===== config.mk =====
export PLATFORM = sky130hd
export DESIGN_NAME = id_ctrl_stage
export DESIGN_NICKNAME = d
export VERILOG_FILES = /design/src/rtl/id_ctrl_pkg.sv /design/src/rtl/id_ctrl_decode.sv /design/src/rtl/id_ctrl_stage.sv
export SDC_FILE = /design/constraint.sdc
export NUM_CORES = 1
export LEC_CHECK = 0
export BUFFER_PORTS_ARGS = -buffer_cell sky130_fd_sc_hd__buf_2
export CORE_MARGIN = 5
export CORE_UTILIZATION = 45
export CTS_CLUSTER_SIZE = 12
export DETAILED_ROUTE_END_ITERATION = 7
export MAX_ROUTING_LAYER = met4
export PLACE_DENSITY = 0.78
export RECOVER_POWER = 25
export SLEW_MARGIN = 20
export SYNTH_ARGS = -nofsm -noshare
export SYNTH_HDL_FRONTEND = slang
export SYNTH_SLANG_ARGS = --single-unit
export TNS_END_PERCENT = 5

===== constraint.sdc =====
create_clock -name clk -period 2.3 [get_ports clk]
set_clock_uncertainty 0.1 [all_clocks]
set_input_delay 0.23 -clock clk [delete_from_list [all_inputs] [get_ports clk]]
set_output_delay 0.23 -clock clk [all_outputs]
set_load 0.005 [all_outputs]

===== src/rtl/id_ctrl_pkg.sv =====
// Shared types and opcode constants for the instruction-decode control stage.
package id_ctrl_pkg;

  typedef enum logic [1:0] {
    TypeR    = 2'd0,
    TypeJ    = 2'd1,
    TypeHalt = 2'd2,
    TypeI    = 2'd3
  } instr_type_e;

  typedef enum logic [1:0] {
    StRun    = 2'd0,
    StDrain  = 2'd1,
    StHalted = 2'd2
  } state_e;

  localparam logic [5:0] OPC_LW  = 6'b100011;
  localparam logic [5:0] OPC_SW  = 6'b101011;
  localparam logic [5:0] OPC_BEQ = 6'b000100;
  localparam logic [5:0] OPC_BNE = 6'b000101;
  localparam logic [2:0] OPC_ALUI_PREFIX = 3'b001;

  typedef struct packed {
    logic reg_write;
    logic mem_read;
    logic mem_write;
    logic branch;
    logic jump;
  } ctrl_t;

  localparam ctrl_t CTRL_NONE = '0;

  // Control bundle for an opcode already known to be I-type.
  function automatic ctrl_t itype_ctrl(input logic [5:0] op);
    ctrl_t c;
    c = CTRL_NONE;
    if (op == OPC_LW) begin
      c.mem_read  = 1'b1;
      c.reg_write = 1'b1;
    end else if (op == OPC_SW) begin
      c.mem_write = 1'b1;
    end else if (op == OPC_BEQ || op == OPC_BNE) begin
      c.branch = 1'b1;
    end else if (op[5:3] == OPC_ALUI_PREFIX) begin
      c.reg_write = 1'b1;
    end
    return c;
  endfunction

endpackage


===== src/rtl/id_ctrl_decode.sv =====
// Combinational opcode classifier: instruction type plus control bundle.
module id_ctrl_decode
  import id_ctrl_pkg::*;
#(
  parameter int unsigned     OP_W    = 6,
  parameter logic [OP_W-1:0] OP_R    = 6'b000000,
  parameter logic [OP_W-1:0] OP_J    = 6'b000010,
  parameter logic [OP_W-1:0] OP_HALT = 6'b111111
) (
  input  logic [OP_W-1:0] i_opcode,
  output instr_type_e     o_type,
  output ctrl_t           o_ctrl
);

  always_comb begin
    o_type = TypeI;
    o_ctrl = CTRL_NONE;
    if (i_opcode == OP_R) begin
      o_type           = TypeR;
      o_ctrl.reg_write = 1'b1;
    end else if (i_opcode == OP_J) begin
      o_type      = TypeJ;
      o_ctrl.jump = 1'b1;
    end else if (i_opcode == OP_HALT) begin
      o_type = TypeHalt;
    end else begin
      o_type = TypeI;
      o_ctrl = itype_ctrl(6'(i_opcode));
    end
  end

endmodule


===== src/rtl/id_ctrl_stage.sv =====
// Registered decode control stage with valid/ready handshake, flush and HALT drain FSM.
// Optional retired-type counters are built when IDCTL_PERF_CNT_EN is defined.
module id_ctrl_stage
  import id_ctrl_pkg::*;
#(
  parameter int unsigned        INSTR_W = 32,
  parameter int unsigned        OP_W    = 6,
  parameter logic [OP_W-1:0]    OP_R    = 6'b000000,
  parameter logic [OP_W-1:0]    OP_J    = 6'b000010,
  parameter logic [OP_W-1:0]    OP_HALT = 6'b111111,
  parameter int unsigned        CNT_W   = 16
) (
  input  logic               clk,
  input  logic               rst,
  input  logic               in_valid,
  output logic               in_ready,
  input  logic [INSTR_W-1:0] instruction,
  input  logic               flush,
  output logic               out_valid,
  input  logic               out_ready,
  output logic [INSTR_W-1:0] out_instr,
  output logic [OP_W-1:0]    out_opcode,
  output logic [1:0]         out_type,
  output logic               reg_write,
  output logic               mem_read,
  output logic               mem_write,
  output logic               branch,
  output logic               jump,
  output logic               halted
`ifdef IDCTL_PERF_CNT_EN
  ,
  output logic [CNT_W-1:0]   cnt_r,
  output logic [CNT_W-1:0]   cnt_i,
  output logic [CNT_W-1:0]   cnt_j
`endif
);

  if (CNT_W < 1) begin : g_bad_cnt_w
    $error("CNT_W must be at least 1");
  end

  state_e             r_state;
  logic               r_out_valid;
  logic [INSTR_W-1:0] r_instr;
  logic [OP_W-1:0]    r_opcode;
  instr_type_e        r_type;
  ctrl_t              r_ctrl;
  logic               r_halted;

  logic [OP_W-1:0]    w_opcode;
  instr_type_e        w_type;
  ctrl_t              w_ctrl;
  logic               w_accept;
  logic               w_fire;

  assign w_opcode = instruction[INSTR_W-1 -: OP_W];

  id_ctrl_decode #(
    .OP_W    (OP_W),
    .OP_R    (OP_R),
    .OP_J    (OP_J),
    .OP_HALT (OP_HALT)
  ) u_decode (
    .i_opcode (w_opcode),
    .o_type   (w_type),
    .o_ctrl   (w_ctrl)
  );

  assign in_ready = (r_state == StRun) && !flush && (!r_out_valid || out_ready);
  assign w_accept = in_valid && in_ready;
  // A flushed bundle is squashed, so its handshake neither retires nor halts.
  assign w_fire   = r_out_valid && out_ready && !flush;

  always_ff @(posedge clk or posedge rst) begin
    if (rst) begin
      r_state     <= StRun;
      r_out_valid <= 1'b0;
      r_instr     <= '0;
      r_opcode    <= '0;
      r_type      <= TypeR;
      r_ctrl      <= CTRL_NONE;
      r_halted    <= 1'b0;
    end else begin
      unique case (r_state)
        StRun: begin
          if (flush) begin
            r_out_valid <= 1'b0;
          end else if (w_accept) begin
            r_out_valid <= 1'b1;
            r_instr     <= instruction;
            r_opcode    <= w_opcode;
            r_type      <= w_type;
            r_ctrl      <= w_ctrl;
            if (w_type == TypeHalt) begin
              r_state <= StDrain;
            end
          end else if (w_fire) begin
            r_out_valid <= 1'b0;
          end
        end
        StDrain: begin
          if (flush) begin
            r_out_valid <= 1'b0;
            r_state     <= StRun;
          end else if (w_fire) begin
            r_out_valid <= 1'b0;
            r_state     <= StHalted;
            r_halted    <= 1'b1;
          end
        end
        StHalted: begin
          r_out_valid <= 1'b0;
        end
        default: begin
          r_state     <= StRun;
          r_out_valid <= 1'b0;
        end
      endcase
    end
  end

  assign out_valid  = r_out_valid;
  assign out_instr  = r_instr;
  assign out_opcode = r_opcode;
  assign out_type   = r_type;
  assign reg_write  = r_ctrl.reg_write;
  assign mem_read   = r_ctrl.mem_read;
  assign mem_write  = r_ctrl.mem_write;
  assign branch     = r_ctrl.branch;
  assign jump       = r_ctrl.jump;
  assign halted     = r_halted;

`ifdef IDCTL_PERF_CNT_EN
  logic [CNT_W-1:0] r_cnt_r;
  logic [CNT_W-1:0] r_cnt_i;
  logic [CNT_W-1:0] r_cnt_j;

  always_ff @(posedge clk or posedge rst) begin
    if (rst) begin
      r_cnt_r <= '0;
      r_cnt_i <= '0;
      r_cnt_j <= '0;
    end else if (w_fire) begin
      if (r_type == TypeR && r_cnt_r != '1) r_cnt_r <= r_cnt_r + 1'b1;
      if (r_type == TypeI && r_cnt_i != '1) r_cnt_i <= r_cnt_i + 1'b1;
      if (r_type == TypeJ && r_cnt_j != '1) r_cnt_j <= r_cnt_j + 1'b1;
    end
  end

  assign cnt_r = r_cnt_r;
  assign cnt_i = r_cnt_i;
  assign cnt_j = r_cnt_j;
`endif

endmodule


# Word-level counts from Yosys, hierarchy flattened
# Index checks and enable logic that the tools add are counted.
[word_totals]
regBits = 49
in_bits = 37
out_inout_bits = 48
wordCells = 69
[op_classes]
eq_ne = 14
n_mux = 28
bitwise_logic = 2
n_reduce_logical = 14
[op_table]
columns = ["operator", "n"]
rows = [
  ["$eq A6 B6 Y1 const B", 3],
  ["$mux W2", 8],
  ["$mux W1", 15],
  ["$eq A6 B3 Y1 const B", 2],
  ["$mux W4", 2],
  ["$eq A6 B2 Y1 const B", 1],
  ["$logic_not A6 Y1", 1],
  ["$pmux W2 S3", 1],
  ["$reduce_and A3 Y1", 2],
  ["$logic_and A1 B1 Y1", 5],
  ["$mux W5", 1],
  ["$reduce_and A5 Y1", 1],
  ["$eq A2 B2 Y1 const B", 2],
  ["$ne A2 B2 Y1 const B", 2],
  ["$eq A3 B1 Y1 const B", 1],
  ["$ne A3 B3 Y1 const B", 1],
  ["$eq A2 B1 Y1 const B", 1],
  ["$logic_not A1 Y1", 2],
  ["$logic_not A2 Y1", 1],
  ["$logic_or A1 B1 Y1", 2],
  ["$ne A2 B1 Y1 const B", 1],
  ["$not A1 Y1", 2],
  ["$pmux W1 S2", 1],
]

# Longest topological paths before layout
[logic_depth]
word_depth = 9
ltp_mapped = 5
ltp_nobuf = 3

# Modules after synthesis
# A second synthesis with hierarchy kept.
[unflattened]
hier_cells = 123
hier_area_um2 = 1951.9
[modules_own_cells]
columns = ["module", "instances", "cells_per_inst", "area_each_um2", "seq_area_each_um2"]
rows = [
  ["id_ctrl_stage", 1, 107, 1853.0, 1076.0],
  ["id_ctrl_decode", 1, 16, 98.8, 0.0],
]

# Worst setup path after synthesis
# Ideal clock, no wire load.
[synth_timing]
path_type = "register -> register"
from = "reg r_state[1]"
to = "reg r_instr[16], in the netlist out_instr[16]"
setup_time_ps = 125
t_arrival_ps = 1501
required_ps = 2075
setup_slack_ps = 574
path_stages_with_launch = 6
path_buffers = 2
period_less_slack_ps = 1726
cell_sequence = "dfrtp_1 > or2_0 > clkbuf_1 > nor3_4 > buf_6 > mux2_2"
[synth_via]
elab_chain_cells = 5
[synth_rtl]
columns = ["element", "line_no", "rtl"]
rows = [
  ["from (decl)", "id_ctrl_stage.sv:42", "state_e r_state;"],
  ["from (signal assigned)", "id_ctrl_stage.sv:76", "r_state <= StRun;"],
  ["from (signal assigned)", "id_ctrl_stage.sv:95", "r_state <= StDrain;"],
  ["from (signal assigned)", "id_ctrl_stage.sv:104", "r_state <= StRun;"],
  ["$logic_not A2 Y1 *", "id_ctrl_stage.sv:69, id_ctrl_stage.sv:84", ""],
  ["$logic_and A1 B1 Y1 (2 in series)", "id_ctrl_stage.sv:69", "assign in_ready = (r_state == StRun) && !flush && (!r_out_valid || out_ready);"],
  ["$logic_and A1 B1 Y1", "id_ctrl_stage.sv:70", "assign w_accept = in_valid && in_ready;"],
  ["$reduce_and A3 Y1 (no line) *", "-", ""],
  ["to (signal assigned)", "id_ctrl_stage.sv:90", "r_instr <= instruction;"],
  ["to (decl)", "id_ctrl_stage.sv:44", "logic [INSTR_W-1:0] r_instr;"],
]
# Mark *: on every way between the ends. The rest lies on a longest branch, timed or not.
# A chain may end at the register's enable or synchronous reset.

# Final worst setup path
[layout_timing]
from = "reg r_state[1]"
to = "reg r_instr[1], in the netlist out_instr[1]"
# The elaborated chain is that of the path after synthesis.

==> summary.txt <==
Synthesis
  • Post-synth top area share: 0.6014
  • FF+latch count, synth: 43
  • Largest area contributor in the netlist: dfrtp_1
  • Post-Syn Nets: 163
  • Avg Inst Size Synth: 14.20 µm²
  • Synth top area cells: dfrtp_1, mux2_2, buf_4
  • Yosys warning count: 0
  • Cell area after synthesis: 0.001789 mm²
  • Cells after Synth: 126
  • Sequential area share after synthesis: 0.6014
  • Number of distinct library cells after synthesis: 26

Critical path
  • CP Data Arrival Time: 1.84 ns
  • Worst setup SP type: flop
  • CP required: 2.37 ns
  • Critical path class: flop to flop
  • Setup crit end kind: flop
  • Crit path max fanout: 33
  • Slowest-stage cell, CP: dfrtp_1
  • Max incr delay on CP: 0.39 ns
  • Worst path cell trace: or2_0 > nor3_4 > buf_12 > mux2_2

Final layout
  • Commonest non-fill, non-tap cell in the layout: buf_2
  • Area occupied by multi-input gates: 623.1 µm²
  • Number of fill cells: 365
  • Share of cells above drive strength 1: 0.6000
  • # diodes: 0
  • Commonest cells after routing, fill and taps aside: buf_2, dfrtp_1, mux2_2, clkbuf_8
  • Synth-to-layout area growth: 28.53%
  • Util after Layout: 0.5876
  • Nets: 248
  • Register Area: 0.001076 mm²

Clock network
  • CTS Root Cell: clkbuf_8
  • Longest Clk Path Bufs: 2
  • CTS clock-pin slew for the worst setup and hold paths: 0.07 ns
  • Setup bufs post-CTS: 0
  • Skew-Pair Late Insertion Delay: 0.28 ns
  • CTS H-Tree Depth: 2
  • Clock Sinks: 43
  • TritonCTS clock tree: yes
  • CTS buffer count: 5

Global routing
  • Largest net degree at the start of global routing: 34
  • Number of antenna violations at the first check in global routing: 0
  • Vias in the first global route: 1410
  • First-pass GRT wire length: 6279 µm
  • Overflow after GRT: 0
  • All-Layer GR Usage: 0.1578

Drt
  • Vias per inst: 5.038
  • DRT antenna net count: 0
  • First-pass iteration count of the detailed router: 4
  • DRC viols: 0
  • Vias: 1310
  • WL final: 3801 µm
  • DRT iter0 DRCs: 23
  • WL/cell: 14.62 µm

Timing
  • Final period util: 0.7725
  • Minimum clock period: 1.777 ns
  • Final TNS setup: 0 ns
  • Max Transition Viols Final: 0
  • Final-report hold violation count: 0
  • Final Setup Violations: 0
  • Fmax: 562.8 MHz
  • RSZ-0062 raised after global routing: no
  • Worst hold slack: 0.07078 ns
  • Rel. slew slack: 0.1944
  • Worst-margin pin slew: 1.208 ns

Placement
  • Number of buffers inserted by port buffering: 84
  • GP Congestion: 0.8046
  • HPWL after DPL: 2893 µm

Power and ir drop
  • Lkg Pwr: 0.001264 µW
  • Maximum vdd drop: 0.3598 mV
  • Cell Pwr Density: 595.8 mW/mm²

Floorplanning
  • Num rows: 23
  • I/O pins: 85
  • Die span in x: 73.06 µm
  • Starting Density: 0.4572
  • Core Box Area: 0.003914 mm²
  • Die ar.: 0.005337 mm²
  • Die height: 73.06 µm

Outcome
  • Status: finished, final reports clean

Flow run
  • Max-Cap Viols: 0

Min path
  • Hold Crit Class: primary input to flop
-- worst paths after layout --
kind,start,end,slack (ns),cells after the start
max in group asynchronous,rst,out_instr[5],0.59,4
min in group asynchronous,rst,out_instr[8],0.74,4
worst max register to register,r_state[1],out_instr[1],0.52,4
worst min-delay path,instruction[21],out_instr[21],0.07,2
worst min register to register,halted,halted,0.37,1
worst max-delay path,r_state[1],out_instr[1],0.52,4
-- logic make-up after synthesis --
family                 Yosys count  share of synthesized area
AND/OR/NAND/NOR                 25                    0.08322
AO/OA/AOI/OAI                   11                    0.04475
buffers and inverters           12                    0.05035
flip-flops                      43                     0.6014
multiplexers                    35                     0.2203
-- layout make-up --
cell class	instances	share of cell area
tap	50	0.02720
timing repair buffer	88	0.1991
multi-input combinational	71	0.2709
sequential	43	0.4679
clock buffer	6	0.03156
inverter	2	0.003264
-- critical path: cells and delay by family, from the launching register on --
family	cells	cell delay [ns]
mux	1	0.36
buf+inv	1	0.22
simple gates	2	0.56
flops	1	0.39
-- metal layers --
layer / GRT usage / vias up / share of wire
met2: 0.2483 / 44 / 0.50
met4: 0.04918 / 0 / 0.0045
met1: 0.1884 / 650 / 0.43
li1: - / 614 / -
met3: 0.05785 / 2 / 0.066
met5: - / - / 0
-- flip-flops by register name (all words and copies together) (netlist names) --
signal,count
r_state,2
out_instr,32
mem_read,1
reg_write,1
out_type,2
mem_write,1
out_valid,1
branch,1
jump,1
halted,1
-- cell usage after synthesis --
cell type and count:
and3b_1 1, o31ai_1 4, inv_1 2, nor2_1 3
nand2b_1 3, dfrtp_1 43, or2_0 1, a21oi_1 1
nor2b_1 2, nand2_1 4, nor3b_1 1, and4_1 1
mux2_2 34, nand3_1 2, a32o_1 1, nor3_1 3
o41a_1 1, buf_4 6, nand4_1 2, nor4_1 1
a31o_2 1, nor3_4 1, mux2_1 1, buf_6 3
clkbuf_1 1, o21ai_0 3
-- power breakdown --
group | switching (µW) | internal [µW] | total, µW
clock | 224 | 202 | 427
combinational | 62.8 | 75.5 | 138
sequential | 16.7 | 788 | 805
total | 304 | 1070 | 1370
-- stage by stage --
step                      instances  setup slack [ns]  total power (µW)  cell area [µm²]
after global placement          253            0.5672             956.6             2225
after CTS                       260            0.5227              1392             2307
after floorplan                 126            0.5742             879.2             1789
after detailed placement        253            0.5370             961.3             2225
final                           260            0.5232              1370             2300
after global routing            260            0.3249              1442             2300
-- repair_timing --
| action | 4_1_cts | 5_1_grt |
|---|---|---|
| gates resized for setup | 0 | 0 |
| setup endpoints to repair | 0 | 0 |
| hold endpoints to repair | 43 | 0 |
| hold buffers | 1 | 0 |
Power figures use the tool's default switching activity.
